===== src/rtl/dec_gray2bin_seq.sv =====
// Bit-serial Gray-to-binary decoder: one bit per clock, MSB first, with a
// valid/ready handshake on both sides and the result held until it is consumed.
//
// state | meaning
// IDLE  | waiting for a word; in_ready high, last result kept on out_bin
// SHIFT | decoding one bit per clock from WIDTH-1 down to 0
// HOLD  | result presented with out_valid until out_ready
module dec_gray2bin_seq #(
    parameter int WIDTH = 10
) (
    input  logic             clk,
    input  logic             rst_n,
    input  logic             in_valid,
    output logic             in_ready,
    input  logic [WIDTH-1:0] in_gray,
    output logic             out_valid,
    input  logic             out_ready,
    output logic [WIDTH-1:0] out_bin,
    output logic             busy
);

    localparam int IW = (WIDTH > 1) ? $clog2(WIDTH) : 1;

    typedef enum logic [1:0] {
        IDLE  = 2'd0,
        SHIFT = 2'd1,
        HOLD  = 2'd2
    } state_t;

    state_t           r_state;
    state_t           w_state_nxt;
    logic [WIDTH-1:0] r_gray;
    logic [WIDTH-1:0] r_acc;
    logic [WIDTH-1:0] r_out;
    logic [IW-1:0]    r_idx;
    logic             r_prev;
    logic             w_bit;
    logic [WIDTH-1:0] w_acc_nxt;
    logic             w_last;

    assign w_bit  = r_prev ^ r_gray[r_idx];
    assign w_last = (r_idx == '0);

    always_comb begin
        w_acc_nxt        = r_acc;
        w_acc_nxt[r_idx] = w_bit;
    end

    always_comb begin
        w_state_nxt = IDLE;
        case (r_state)
            IDLE:    w_state_nxt = in_valid ? SHIFT : IDLE;
            SHIFT:   w_state_nxt = w_last ? HOLD : SHIFT;
            HOLD:    w_state_nxt = out_ready ? IDLE : HOLD;
            default: w_state_nxt = IDLE;
        endcase
    end

    always_ff @(posedge clk or negedge rst_n) begin
        if (!rst_n) begin
            r_state <= IDLE;
        end else begin
            r_state <= w_state_nxt;
        end
    end

    always_ff @(posedge clk or negedge rst_n) begin
        if (!rst_n) begin
            r_gray <= '0;
            r_acc  <= '0;
            r_out  <= '0;
            r_idx  <= '0;
            r_prev <= 1'b0;
        end else begin
            case (r_state)
                IDLE: begin
                    if (in_valid) begin
                        r_gray <= in_gray;
                        r_acc  <= '0;
                        r_prev <= 1'b0;
                        r_idx  <= IW'(WIDTH - 1);
                    end
                end
                SHIFT: begin
                    r_acc  <= w_acc_nxt;
                    r_prev <= w_bit;
                    r_idx  <= r_idx - IW'(1);
                    // Only the completed word ever reaches the output register.
                    if (w_last) begin
                        r_out <= w_acc_nxt;
                    end
                end
                default: ;
            endcase
        end
    end

    assign in_ready  = (r_state == IDLE);
    assign out_valid = (r_state == HOLD);
    assign busy      = (r_state == SHIFT) || (r_state == HOLD);
    assign out_bin   = r_out;

endmodule

===== config.mk =====
export PLATFORM = sky130hd
export DESIGN_NAME = dec_gray2bin_seq
export DESIGN_NICKNAME = d
export VERILOG_FILES = /design/src/rtl/dec_gray2bin_seq.sv
export SDC_FILE = /design/constraint.sdc
export NUM_CORES = 1
export LEC_CHECK = 0
export ABC_AREA = 1
export BUFFER_PORTS_ARGS = -buffer_cell sky130_fd_sc_hd__buf_2
export CAP_MARGIN = 20
export CELL_PAD_IN_SITES_DETAIL_PLACEMENT = 0
export CELL_PAD_IN_SITES_GLOBAL_PLACEMENT = 2
export CORE_ASPECT_RATIO = 1.5
export CORE_MARGIN = 2
export CORE_UTILIZATION = 36
export DETAILED_ROUTE_END_ITERATION = 8
export PLACE_DENSITY = 0.9
export REMOVE_ABC_BUFFERS = 1
export SLEW_MARGIN = 10
export SYNTH_ARGS = -nofsm -noshare
export SYNTH_HDL_FRONTEND = slang
export SYNTH_SLANG_ARGS = --single-unit

===== constraint.sdc =====
create_clock -name clk -period 3.88 [get_ports clk]
set_clock_uncertainty 0.2 [all_clocks]
set_input_delay 0.388 -clock clk [delete_from_list [all_inputs] [get_ports clk]]
set_output_delay 0.388 -clock clk [all_outputs]
set_load 0.005 [all_outputs]

==> metrics.cfg, run 1 <==
[run_status]
status=finished, violations left
violations=negative hold slack

[power]
leakage_uw=0.00119
power_density_nw_per_um2=770
max-vdd-ir-drop_uv=307

[sta]
finalCritPeriodShare=0.675
tns_ns=0
period_minus_slack_ns=2.62
timing.fmax_mhz=382
timing.hold.ws_ns=-0.0125
finalSetupViolCount=0
finalMaxSlewViolations=0
worstMarginPinSlew_ns=0.952
hold_violations=9
grt_setup_unrepaired=no
max_slew_margin=0.363

[placed_design]
place.gp.congestion=0.765
hpwlAfterDp_microns=2920
portBuffers=26
dp.cells=321

[die]
start_util=0.371
die_w_microns=63.1
die_h_microns=92.7
die_area_sq_um=5850
core_area_sq_um=5080
core.rowCount=32
io_pins=27

[worst_hold_path]
min_path_type=in2async

[layout]
n_antenna_cell=0
nets=283
final_layout_size_suffix_gt1_frac=0.218
instances_no_fill=329
area_growth_pct=15.1
utilization=0.427
nFillCells=551

[global_routing]
antenna_found_initial=0
grt_max_degree=37
grt_pass1_vias=1496
overflow=0
grt.total_usage=0.153
grt_pass1_wl_microns=6950

[drt]
drc=0
drt.antenna.violating_nets=0
wl_microns=4050
vias_per_cell=4.63
dr.pass1.iters=6
drt-initial-drc-count=58
wire_per_inst_microns=12.3
routed-via-count=1522

[synth]
syn_area_per_cell_sq_um=8.17
synth_seq_area_share=0.477
yosysTopAreaCellShare=0.477
postSynthCellCount=231
yosysUniqueCellTypes=27
syn_area_sq_um=1890
synth_seq_cells=36
ys_top_cells_by_area=dfrtp_1 (48%), nand2_1 (15%), nand3_1 (7.2%)
ys.warnings.count=0
synth_top_cell_by_area=dfrtp_1

[cts]
clock_latency_ns=0.28
cts_max_level=2
numCtsBuffers=5
cts_resized=0
cts_buffer_depth=2
hold_buffers=0
cts_tree=yes
clkSinkCount=36
cts_root_buf=clkbuf_8
path_clk_slew_ns=0.07
cts_setup_buffers=0

[setup_path]
worst_setup_path_start_kind=register
end_kind=register
worstPathRequired_ns=3.90
crit_fanout=12
path_class=reg2reg
worstPathArrival_ns=2.64

[run]
maxCapViolations=0

kinds of logic after synthesis:
group	Yosys count	synth area share
adder cells (fa/ha/maj)	9	0.0596
AO/OA/AOI/OAI	18	0.0557
flip-flops	36	0.477
AND/OR/NAND/NOR	136	0.339
buffers and inverters	32	0.0683
per-layer routing:
metal	share of wire	vias up	GRT usage
met3	0.025	5	0.0292
met4	0.015	0	0.0611
li1	-	790	-
met5	0	-	0
met2	0.53	26	0.277
met1	0.43	701	0.176
cell type report:
cell class	count	area, sq um	area share
flip-flops and latches	36	901	0.415
multi-input cells	163	858	0.395
repair buffers	27	138	0.0633
inverters	27	101	0.0466
clock buffers	8	90.1	0.0415
well taps	68	85.1	0.0391
synthesized netlist by cell type:
| cell | number |
|---|---|
| a21oi_1 | 2 |
| a21oi_2 | 1 |
| buf_2 | 1 |
| buf_4 | 1 |
| clkbuf_1 | 2 |
| clkbuf_4 | 1 |
| dfrtp_1 | 36 |
| ha_1 | 9 |
| inv_1 | 26 |
| inv_2 | 1 |
| nand2_1 | 74 |
| nand2_2 | 3 |
| nand2_4 | 1 |
| nand3_1 | 27 |
| nand3_2 | 5 |
| nand4_1 | 1 |
| nand4_4 | 1 |
| nor2_1 | 11 |
| nor2_2 | 2 |
| nor3_1 | 2 |
| o211ai_1 | 1 |
| o21ai_0 | 9 |
| o21ai_1 | 1 |
| o21ai_2 | 1 |
| o22ai_1 | 2 |
| o31ai_1 | 1 |
| or2_2 | 9 |
critical path, cell delays in order (launching register included):
cell     delay, ns
dfrtp_1       0.40
inv_1         0.09
ha_1          0.20
nand2_1       0.18
o21ai_2       0.18
inv_1         0.25
nor2_1        0.78
nand3_1       0.16
nand2_1       0.11
sequential cells by signal (all words and copies together), names as in the netlist:
register and cells:
out_bin 10, r_gray 10, r_acc 9, r_idx 4
r_state 2, r_prev 1
where the power goes:
| group | switching (uW) | internal (uW) | leakage (uW) |
|---|---|---|---|
| Combinational | 505 | 272 | 0.000672 |
| Sequential | 101 | 521 | 0.000468 |
| Clock | 130 | 145 | 0.0000455 |
| Total | 736 | 938 | 0.00119 |
per-stage QoR:
step / hold WS [ns] / setup slack (ns) / power (uW) / cell area (sq um)
3_3_place_gp: 0.254 / 1.42 / 1400 / 2080
2_1_floorplan: -0.108 / 1.86 / 1170 / 1860
6_report: -0.0125 / 1.26 / 1670 / 2170
3_5_place_dp: 0.260 / 1.28 / 1410 / 2080
5_1_grt: 0.0542 / 1.06 / 1830 / 2170
4_1_cts: 0.0366 / 1.26 / 1700 / 2170
final timing paths:
path / startpoint / end / slack [ns] / cells after the start
setup / recovery: r_state[0] / r_acc[7] / 1.26 / 8
hold / removal: rst_n / r_gray[1] / -0.01 / 1
setup reg to reg: r_state[0] / r_acc[7] / 1.26 / 8
hold reg to reg: out_bin[4] / out_bin[4] / 0.27 / 2
max in group asynchronous: rst_n / out_bin[1] / 2.97 / 1
min in group clk: in_gray[3] / r_gray[3] / 0.09 / 3
layout by cell type (no fill, tap or decap):
master	n
nand2_4	1
nor3_1	2
or2_2	9
nand4_1	1
clkbuf_1	2
o21ai_0	9
nand3_1	27
ha_1	9
nand2_2	3
nand2_1	74
a21oi_2	1
nand3_2	5
inv_2	1
o21ai_1	1
dfrtp_1	36
nand4_4	1
nor2_2	2
o21ai_2	1
inv_1	26
a21oi_1	2
o211ai_1	1
o22ai_1	2
buf_4	1
nor2_1	11
buf_2	26
o31ai_1	1
clkbuf_8	6
No activity file was read; power rests on OpenSTA's default activity.
==> inputs of run 2 (changes only) <==
--- a/config.mk
+++ b/config.mk
@@ -5,16 +5,16 @@
 export SDC_FILE = /design/constraint.sdc
 export NUM_CORES = 1
 export LEC_CHECK = 0
-export ABC_AREA = 1
+export ABC_AREA = 0
 export BUFFER_PORTS_ARGS = -buffer_cell sky130_fd_sc_hd__buf_2
 export CAP_MARGIN = 20
 export CELL_PAD_IN_SITES_DETAIL_PLACEMENT = 0
 export CELL_PAD_IN_SITES_GLOBAL_PLACEMENT = 2
 export CORE_ASPECT_RATIO = 1.5
 export CORE_MARGIN = 2
-export CORE_UTILIZATION = 36
+export CORE_UTILIZATION = 33
 export DETAILED_ROUTE_END_ITERATION = 8
-export PLACE_DENSITY = 0.9
+export PLACE_DENSITY = 0.81
 export REMOVE_ABC_BUFFERS = 1
 export SLEW_MARGIN = 10
 export SYNTH_ARGS = -nofsm -noshare
==> constraint.sdc (replaced) <==
create_clock -name clk -period 2.3 [get_ports clk]
set_clock_uncertainty 0.2 [all_clocks]
set_input_delay 0.23 -clock clk [delete_from_list [all_inputs] [get_ports clk]]
set_output_delay 0.23 -clock clk [all_outputs]
set_load 0.005 [all_outputs]
==> run 2 against run 1 <==
  * The flow now finishes without violations
  * Final area rose by 7.4%
  * Sequential power rose by 66%
  * Critical path type unchanged
  * Sequential share of layout area fell by 2.8 points
  * Combinational power rose by 83%
  * Largest cell class unchanged
  * Synthesized cell count fell by 26%
  * Largest power group unchanged
==> metrics.cfg, run 2 <==
[die]
die_w_microns=65.0
io_pins=27
core.rowCount=33
start_util=0.340
die_h_microns=95.4
core_area_sq_um=5410
die_area_sq_um=6200

[worst_hold_path]
min_path_type=in2reg
min-delay-start=in_valid

[cts]
cts_resized=0
numCtsBuffers=5
cts_setup_buffers=0
hold_buffers=12
cts_root_buf=clkbuf_8
path_clk_slew_ns=0.07
cts_tree=yes
cts_max_level=2
clkSinkCount=36
clock_latency_ns=0.29
cts_buffer_depth=2

[synth]
yosysTopAreaCellShare=0.490
ys_top_cells_by_area=dfrtp_1 (49%), mux2_2 (9.2%), ha_1 (6.1%)
synth_edf_count=0
synth.most_common_cell=dfrtp_1
synth_common_cells=dfrtp_1 (36), nand2_1 (28), mux2_2 (15)
ys.warnings.count=0
synth_seq_area_share=0.490
async_reset_ff_frac=1.00
synth_seq_cells=36
syn_area_sq_um=1840
synth_ff_type=dfrtp_1
syn_area_per_cell_sq_um=10.7
postSynthCellCount=172
synth_top_cell_by_area=dfrtp_1
yosysUniqueCellTypes=33

[sta]
finalSetupViolCount=0
worstMarginPinSlew_ns=0.804
timing.fmax_mhz=480
period_minus_slack_ns=2.08
finalMaxSlewViolations=0
max_slew_margin=0.464
grt_setup_unrepaired=no
finalCritPeriodShare=0.906
hold_violations=0
tns_ns=0

[setup_path]
path_class=reg2reg
worstSetupStartpoint=r_idx[0]
end_kind=register
critPathMaxStageDelay_ns=0.51
slowest_stage=mux4_2
worstPathArrival_ns=2.07
worst_setup_path_start_kind=register
worstPathRequired_ns=2.29
path_buf_inv=1
crit_family=multiplexers
r2r_start=r_idx[0]
crit_fanout=9
worstPathCellList=mux4_2 > nand2_1 > nand4_2 > xnor2_2 > buf_4 > o31ai_1

[layout]
final_common_cell=dfrtp_1
n_antenna_cell=0
area_growth_pct=26.9
nets=246
layout_common_cells=dfrtp_1 (36), nand2_1 (28), buf_2 (26)
final_area_sq_um=2330
final_layout_size_suffix_gt1_frac=0.317

[power]
max-vdd-ir-drop_uv=561
power_density_nw_per_um2=1250
leakage_uw=0.00109

[drt]
drt-initial-drc-count=43
routed-via-count=1408
wl_microns=3860
drt.antenna.violating_nets=0
wire_per_inst_microns=13.1
dr.pass1.iters=4
drc=0
vias_per_cell=4.79

[global_routing]
grt_pass1_wl_microns=6640
grt_pass1_vias=1422
grt_max_degree=37
overflow=0
antenna_found_initial=0
grt.total_usage=0.142

[run_status]
status=completed

[placed_design]
placed_area_sq_um=2120
place.gp.congestion=0.725
hpwlAfterDp_microns=2840
portBuffers=26

[run]
maxCapViolations=0

run 2: worst paths after layout:
path / endpoint / slack, ns / cells past startpoint
max in group asynchronous: r_idx[2] / 1.03 / 2
hold reg to reg: out_bin[9] / 0.28 / 2
hold / removal: r_idx[0] / 0.20 / 4
setup / recovery: r_acc[2] / 0.22 / 6
setup reg to reg: r_acc[2] / 0.22 / 6
min in group asynchronous: out_bin[0] / 0.36 / 2
run 2: worst reg2reg max path: cells and delay by family, from the launching register on:
family / cells / cell delay (ns)
XOR/XNOR: 1 / 0.18
multiplexers: 1 / 0.51
flip-flops: 1 / 0.43
AND/OR/NAND/NOR: 2 / 0.24
AO/OA/AOI/OAI: 1 / 0.26
buffers and inverters: 1 / 0.17
run 2: cells by family after synthesis:
logic type                 count (synthesis)  share of synthesized area
DFF                                       36                      0.490
and+or+nand+nor                           51                      0.129
buffers and inverters                     12                     0.0292
muxes                                     21                      0.134
AOI/OAI and AO/OA                         42                      0.148
adders and majority gates                  9                     0.0612
xor gates and xnor gates                   1                    0.00885
run 2: through the flow:
stage	power, uW	hold slack [ns]	util	cells	setup WS, ns
final	2930	0.203	0.431	294	0.216
after global routing	3200	0.234	0.431	294	0.0632
after CTS	2980	0.199	0.431	294	0.216
after detailed placement	2480	0.173	0.392	274	0.220
after global placement	2450	0.172	0.392	274	0.294
after floorplan	1930	-0.266	-	165	0.168
run 2: power by group:
group | leakage [uW] | internal, uW | switching [uW] | total (uW)
Combinational | 0.000582 | 687 | 737 | 1420
Clock | 0.0000445 | 243 | 230 | 473
Sequential | 0.000462 | 867 | 164 | 1030
run 2: final cells by class:
type / count / area (sq um)
clock buffers: 7 / 86.3
clock inverters: 1 / 7.51
fillers: 564 / 3080
inverters: 5 / 18.8
multi-input cells: 124 / 885
flip-flops and latches: 36 / 901
well taps: 70 / 87.6
repair buffers: 51 / 348
run 2: layer usage:
layer	global-route usage	wire, microns	vias to the layer above
met1	0.161	1660	665
met3	0.0331	106	9
met5	0	0	-
li1	-	-	710
met4	0.0656	95	0
met2	0.251	2000	24
